<file path="src/rtl/bitserial_alu_if.sv">
// Operand/result bundle for bitserial_alu: one request channel in, one result channel out.
// Both channels use valid/ready: a transfer happens on a rising clk edge where valid and
// ready are both high; the source holds its payload stable while valid is high and ready low.
interface bitserial_alu_if #(
  parameter int WIDTH = 32
);
  logic             in_valid;
  logic             in_ready;
  logic [WIDTH-1:0] a;
  logic [WIDTH-1:0] b;
  logic [2:0]       command;
  logic             out_valid;
  logic             out_ready;
  logic [WIDTH-1:0] result;
  logic             carryout;
  logic             overflow;
  logic             zero;

  modport master (
    output in_valid, a, b, command, out_ready,
    input  in_ready, out_valid, result, carryout, overflow, zero
  );

  modport slave (
    input  in_valid, a, b, command, out_ready,
    output in_ready, out_valid, result, carryout, overflow, zero
  );
endinterface

</file>
<file path="src/rtl/bitserial_alu.sv">
// Bit-serial ALU sequencer: walks one 1-bit ALU slice over WIDTH bits, LSB first.
// Define ALU_SLT_EN to make command 3 a signed set-less-than; otherwise command 3 is ADD.
module bitserial_alu #(
  parameter int WIDTH = 32
) (
  input  logic                  clk,
  input  logic                  rst_n,
  bitserial_alu_if.slave        bus,
  output logic [1:0]            state_o
);

  localparam int CW = (WIDTH > 1) ? $clog2(WIDTH) : 1;
  localparam logic [CW-1:0] LAST = CW'(WIDTH - 1);

  typedef enum logic [1:0] {
    IDLE = 2'd0,
    RUN  = 2'd1,
    DONE = 2'd2
  } state_e;

  typedef enum logic [2:0] {
    CMD_ADD  = 3'd0,
    CMD_SUB  = 3'd1,
    CMD_XOR  = 3'd2,
    CMD_SLT  = 3'd3,
    CMD_AND  = 3'd4,
    CMD_NAND = 3'd5,
    CMD_NOR  = 3'd6,
    CMD_OR   = 3'd7
  } cmd_e;

  state_e           state_q, state_d;
  cmd_e             cmd_q, cmd_d;
  logic [WIDTH-1:0] a_sh_q, a_sh_d;
  logic [WIDTH-1:0] b_sh_q, b_sh_d;
  logic [WIDTH-1:0] result_sh_q, result_sh_d;
  logic [CW-1:0]    cnt_q, cnt_d;
  logic             carry_q, carry_d;
  logic             nz_q, nz_d;
  logic [WIDTH-1:0] result_q, result_d;
  logic             carryout_q, carryout_d;
  logic             overflow_q, overflow_d;
  logic             zero_q, zero_d;

  logic invtb;
  logic s_bb, s_sum, s_cout, s_res, s_zout;

  // Subtract-like commands invert B and start with carry-in 1 (two's complement).
  function automatic logic sub_like(input cmd_e c);
`ifdef ALU_SLT_EN
    return (c == CMD_SUB) || (c == CMD_SLT);
`else
    return (c == CMD_SUB);
`endif
  endfunction

  function automatic logic is_arith(input cmd_e c);
    return (c == CMD_ADD) || (c == CMD_SUB) || (c == CMD_SLT);
  endfunction

  // One-bit ALU slice.
  always_comb begin
    invtb  = sub_like(cmd_q);
    s_bb   = b_sh_q[0] ^ invtb;
    s_sum  = a_sh_q[0] ^ s_bb ^ carry_q;
    s_cout = (a_sh_q[0] & s_bb) | (carry_q & (a_sh_q[0] ^ s_bb));
    s_res  = s_sum;
    case (cmd_q)
      CMD_XOR:  s_res = a_sh_q[0] ^ b_sh_q[0];
      CMD_AND:  s_res = a_sh_q[0] & b_sh_q[0];
      CMD_NAND: s_res = ~(a_sh_q[0] & b_sh_q[0]);
      CMD_NOR:  s_res = ~(a_sh_q[0] | b_sh_q[0]);
      CMD_OR:   s_res = a_sh_q[0] | b_sh_q[0];
      default:  s_res = s_sum;
    endcase
    s_zout = nz_q | s_res;
  end

  always_comb begin
    state_d     = state_q;
    cmd_d       = cmd_q;
    a_sh_d      = a_sh_q;
    b_sh_d      = b_sh_q;
    result_sh_d = result_sh_q;
    cnt_d       = cnt_q;
    carry_d     = carry_q;
    nz_d        = nz_q;
    result_d    = result_q;
    carryout_d  = carryout_q;
    overflow_d  = overflow_q;
    zero_d      = zero_q;

    case (state_q)
      IDLE: begin
        if (bus.in_valid) begin
          a_sh_d  = bus.a;
          b_sh_d  = bus.b;
          cmd_d   = cmd_e'(bus.command);
          cnt_d   = '0;
          nz_d    = 1'b0;
          carry_d = sub_like(cmd_e'(bus.command));
          state_d = RUN;
        end
      end

      RUN: begin
        a_sh_d      = a_sh_q >> 1;
        b_sh_d      = b_sh_q >> 1;
        result_sh_d = {s_res, result_sh_q[WIDTH-1:1]};
        carry_d     = s_cout;
        nz_d        = s_zout;
        cnt_d       = cnt_q + CW'(1);
        // On the MSB bit carry_q is the carry into the MSB and s_sum its sum bit.
        if (cnt_q == LAST) begin
          state_d    = DONE;
          result_d   = {s_res, result_sh_q[WIDTH-1:1]};
          carryout_d = 1'b0;
          overflow_d = 1'b0;
          zero_d     = ~s_zout;
`ifdef ALU_SLT_EN
          if (cmd_q == CMD_SLT) begin
            result_d = {{(WIDTH-1){1'b0}}, s_sum ^ carry_q ^ s_cout};
            zero_d   = ~(s_sum ^ carry_q ^ s_cout);
          end else
`endif
          if (is_arith(cmd_q)) begin
            carryout_d = s_cout;
            overflow_d = carry_q ^ s_cout;
          end
        end
      end

      DONE: begin
        if (bus.out_ready) begin
          state_d = IDLE;
        end
      end

      default: state_d = IDLE;
    endcase
  end

  always_ff @(posedge clk or negedge rst_n) begin
    if (!rst_n) begin
      state_q     <= IDLE;
      cmd_q       <= CMD_ADD;
      a_sh_q      <= '0;
      b_sh_q      <= '0;
      result_sh_q <= '0;
      cnt_q       <= '0;
      carry_q     <= 1'b0;
      nz_q        <= 1'b0;
      result_q    <= '0;
      carryout_q  <= 1'b0;
      overflow_q  <= 1'b0;
      zero_q      <= 1'b0;
    end else begin
      state_q     <= state_d;
      cmd_q       <= cmd_d;
      a_sh_q      <= a_sh_d;
      b_sh_q      <= b_sh_d;
      result_sh_q <= result_sh_d;
      cnt_q       <= cnt_d;
      carry_q     <= carry_d;
      nz_q        <= nz_d;
      result_q    <= result_d;
      carryout_q  <= carryout_d;
      overflow_q  <= overflow_d;
      zero_q      <= zero_d;
    end
  end

  assign bus.in_ready  = (state_q == IDLE);
  assign bus.out_valid = (state_q == DONE);
  assign bus.result    = result_q;
  assign bus.carryout  = carryout_q;
  assign bus.overflow  = overflow_q;
  assign bus.zero      = zero_q;
  assign state_o       = state_q;

endmodule
</file>
<file path="src/flat_wrapper.sv">
// flat-port wrapper written by rule: the top's interface ports become plain ports
module bitserial_alu_flat 
#(
  parameter int WIDTH = 32
)
  (clk, rst_n, state_o, bus_in_valid, bus_a, bus_b, bus_command, bus_out_ready, bus_in_ready, bus_out_valid, bus_result, bus_carryout, bus_overflow, bus_zero);
  bitserial_alu_if #(.WIDTH(WIDTH)) bus_i ();
  input  logic clk;
  input  logic rst_n;
  output logic [1:0] state_o;
  input wire logic [$bits(bus_i.in_valid)-1:0] bus_in_valid;
  input wire logic [$bits(bus_i.a)-1:0] bus_a;
  input wire logic [$bits(bus_i.b)-1:0] bus_b;
  input wire logic [$bits(bus_i.command)-1:0] bus_command;
  input wire logic [$bits(bus_i.out_ready)-1:0] bus_out_ready;
  output wire logic [$bits(bus_i.in_ready)-1:0] bus_in_ready;
  output wire logic [$bits(bus_i.out_valid)-1:0] bus_out_valid;
  output wire logic [$bits(bus_i.result)-1:0] bus_result;
  output wire logic [$bits(bus_i.carryout)-1:0] bus_carryout;
  output wire logic [$bits(bus_i.overflow)-1:0] bus_overflow;
  output wire logic [$bits(bus_i.zero)-1:0] bus_zero;
  assign bus_i.in_valid = bus_in_valid;
  assign bus_i.a = bus_a;
  assign bus_i.b = bus_b;
  assign bus_i.command = bus_command;
  assign bus_i.out_ready = bus_out_ready;
  assign bus_in_ready = bus_i.in_ready;
  assign bus_out_valid = bus_i.out_valid;
  assign bus_result = bus_i.result;
  assign bus_carryout = bus_i.carryout;
  assign bus_overflow = bus_i.overflow;
  assign bus_zero = bus_i.zero;
  bitserial_alu #(.WIDTH(WIDTH)) u_core (.clk(clk), .rst_n(rst_n), .bus(bus_i), .state_o(state_o));
endmodule
</file>
<file path="config.mk">
export PLATFORM = sky130hd
export DESIGN_NAME = bitserial_alu_flat
export DESIGN_NICKNAME = d
export VERILOG_FILES = /design/src/rtl/bitserial_alu_if.sv /design/src/rtl/bitserial_alu.sv /design/src/flat_wrapper.sv
export SDC_FILE = /design/constraint.sdc
export NUM_CORES = 1
export LEC_CHECK = 0
export ABC_AREA = 1
export CAP_MARGIN = 40
export CORE_MARGIN = 3
export CORE_UTILIZATION = 55
export DETAILED_ROUTE_END_ITERATION = 7
export PLACE_DENSITY = 0.89
export SETUP_SLACK_MARGIN = 0.2
export SYNTH_ARGS = -nofsm -noshare
export SYNTH_HDL_FRONTEND = slang
export SYNTH_SLANG_ARGS = --single-unit
</file>
<file path="constraint.sdc">
create_clock -name clk -period 4.54 [get_ports clk]
set_input_delay 0.681 -clock clk [delete_from_list [all_inputs] [get_ports clk]]
set_output_delay 0.681 -clock clk [all_outputs]
set_load 0.02 [all_outputs]
</file>
==> metrics.md <==
| Metric | Value |
|---|---|
| Diodes inserted | 0 |
| Post-cts gate resize count | 0 |
| Clock Power Share | between 20 and 25% |
| Pwr dens | 712.3 mW/mm^2 |
| Post-DR wirelength/cell | 15.87 um |
| Warnings, synthesis | 0 |
| DRT antenna net count | 0 |
| Seq. cell area | 0.003553 mm^2 |
| Slowest CP cell | clkdlybuf4s50_1 |
| Worst Path Required | around 3.9 ns |
| Via density | 5.435 |
| Outcome | completed |
| Post-DP Area | 0.007063 mm^2 |
| Commonest cells after routing, fill and taps aside | dfrtp_1, clkdlybuf4s50_1, inv_1 |
| Seq cells post-synth | 142 |
| Max Fclk | 0.4140 GHz |
| Sequential fraction of design power | 39.6% |
| Number of port buffers | around 110 |
| Worst VDD drop | 338.8 uV |
| Comb pwr share | between 30% and 40% |
| CTS hold repair buffers | 0 |
| Hpwl dp | 8917 um |
| CP arrival | 1.73 ns |
| Final Hold Viols | 0 |
| Filler cell count | 693 |
| Pins Over Slew Limit | 0 |
| Post-synth cell types | 25 |
| Register area share after synthesis | 60.25% |
| H-tree depth | 4 |
| First-pass GRT wire length | 22130 um |
| Final setup violation count | 0 |
| Critical path type | flip-flop to output port |
| 1st-iter DRT viols | between 300 and 400 |
| Clock latency on the worst-skew pair | 0.53 ns |
| Num ports | 110 |
| TritonCTS clock tree | yes |
| # DRC | 0 |
| Setup tns final | 0 ns |
| Mapped cell area | 0.005898 mm^2 |
| Grt total ovfl | 0 |
| Clk buf depth | 2 |
| Total Power | 5437 uW |
| RSZ-0062 raised after global routing | false |
| Tightest Hold Check Type | input port to async pin |
| Number of setup buffers added after CTS | 0 |
| Placer Congestion | 0.7815 |
| Slew headroom | 52.79% |
| Delay-heaviest family, CP | buffers and inverters |
| Net Sw Power | 2067 uW |
| Tmin final | 2.415 ns |
| Synth-to-Final Area Change | 29.40% |
| Setup crit end kind | output port |
| Worst-margin pin slew | approximately 0.71 ns |
| Pin count of the biggest net entering global routing | 74 |
| Core area | 0.01037 mm^2 |
| Die Span X | 109.6 um |
| Area occupied by multi-input gates | 0.001748 mm^2 |
| Synthesized area per cell | 9.798 um^2 |
| Final net count | about 780 |
| Gate count of the mapped netlist | 602 |
| Die height | 109.6 um |
| Post-Layout Cell Count | approximately 850 |
| Total GRT Usage | 24.07% |
| Leakage power | between 0.003 and 0.004 uW |
| Vias in the first global route | 4654 |
| Crit start category | flip-flop |
| DRT Wirelength | 13500 um |
| Hold_ws | 0.1116 ns |
| Crit path max fanout | 5 |
| Tcrit/Tclk final | 53.20% |
| CP max stage delay | about 0.62 ns |
| Cts bufs inserted | 17 |
| Worst Path Buf+Inv | 1 |
| Drt first pass iters | 5 |
| Cell-internal power | roughly 3400 uW |
| Clk_skew | approximately 0.0068 ns |
| Commonest non-fill, non-tap cell in the layout | dfrtp_1 |
| Starting Density | 56.88% |
| Top-area cell type share of the netlist area | between 60% and 70% |
| Placed insts | 819 |
| Mapped Nets | 678 |
| Vias | 4625 |
| Fraction of layout cells with a size suffix above 1 | 10.63% |
| Clock sink count | 142 |
| Clock slew seen by the registers of the worst setup and hold paths | 0.07 ns |
| Area leader, netlist | dfrtp_1 |
| CTS root buf | clkbuf_8 |
| Switching part of the total | 38.02% |
| Initial antenna violation count | 0 |
| Crit path cell chain | nor2_2 > clkdlybuf4s50_1 |
| FP Rows | 37 |
| Area contributors post-synth | dfrtp_1, o22ai_1, inv_1 |
| Fin area | 0.007632 mm^2 |
| Max-Cap Viols | 0 |
| Die area | approximately 0.012 mm^2 |
-- path summary, 6_finish.rpt --
check                                                   from                           endpoint  slack, ns  cells past startpoint
min in group clk           u_core.result_sh_q[1]$_DFFE_PN0P_   u_core.bus.result[0]$_DFFE_PN0P_       0.48                      2
min                                                    rst_n   u_core.bus.result[0]$_DFFE_PN0P_       0.11                      1
max in group asynchronous                              rst_n  u_core.bus.result[29]$_DFFE_PN0P_       3.29                      3
max reg2reg                    u_core.state_o[1]$_DFFE_PN0P_      u_core.b_sh_q[24]$_DFFE_PN0P_       2.34                      7
min reg2reg                u_core.result_sh_q[1]$_DFFE_PN0P_   u_core.bus.result[0]$_DFFE_PN0P_       0.48                      2
max                            u_core.state_o[0]$_DFFE_PN0P_                       bus_in_ready       2.12                      2
-- logic make-up (layout without fill, tap and decap cells) --
logic type                 Yosys count  in the layout  synth area share (%)
AOI/OAI and AO/OA                  199            199                 20.37
DFF                                142            142                 60.25
buffers and inverters              142            255                 10.20
and+or+nand+nor                    111            111                 7.552
adders and majority gates            5              5                 1.188
xor gates and xnor gates             3              3                0.4456
-- layer usage --
metal	GRT usage (%)	wire length [um]	share of wire, %
met5	0	0	0
met4	9.617	356	2.6
met3	7.281	789	5.8
met2	39.58	6906	51
met1	29.90	5450	40
-- power by group through the flow --
stage	Combinational (uW)	Sequential (uW)	Clock, uW
finish	1960	2160	1320
global route	2200	2200	1400
CTS	1970	2140	1330
detailed placement	1930	2150	0
global placement	1780	2110	0
floorplan	1300	2180	0
-- flip-flops by register name, indices dropped and copies added, names as in the netlist --
register             cells
u_core.nz_q              1
u_core.cmd_q             3
u_core.bus.result       32
u_core.carry_q           1
u_core.bus.overflow      1
u_core.result_sh_q      31
u_core.cnt_q             5
u_core.bus.zero          1
u_core.a_sh_q           32
u_core.state_o           2
u_core.bus.carryout      1
u_core.b_sh_q           32
-- final cells by class --
| type | instances | area share, % |
|---|---|---|
| Timing Repair Buffer | 116 | 15.59 |
| Inverter | 107 | 5.262 |
| Sequential cell | 142 | 46.56 |
| Multi-Input combinational cell | 318 | 22.90 |
| Clock inverter | 15 | 2.033 |
| Clock buffer | 17 | 5.426 |
| Tap cell | 136 | 2.230 |
-- cells in the mapped netlist --
cell,number
dfrtp_1,142
a22o_1,3
nor2_2,1
nand4_1,1
inv_2,2
xor2_1,3
o21ai_1,1
nand2_2,3
buf_2,13
nand3_1,7
ha_1,4
buf_4,2
a21oi_2,29
inv_1,105
o22ai_1,63
o31ai_1,1
a21oi_1,35
o221ai_1,1
nor2_1,5
fa_1,1
nand2_4,1
o21ai_0,66
nand2_1,93
clkbuf_1,14
buf_6,6
-- stage by stage --
stage / utilization [%] / worst slack, ns
finish: 73.60 / 2.125
global route: 73.60 / 2.043
CTS: 73.60 / 2.104
detailed placement: 68.11 / 2.103
global placement: 67.46 / 1.866
floorplan: - / 2.897
-- worst register-to-register path: cells and delay by family (launching register included) --
family	cells	cell delay [ns]
AO/OA/AOI/OAI	1	0.14
buffers and inverters	4	0.94
flip-flops	1	0.38
AND/OR/NAND/NOR	2	0.61
(Power assumes the default switching activity.)
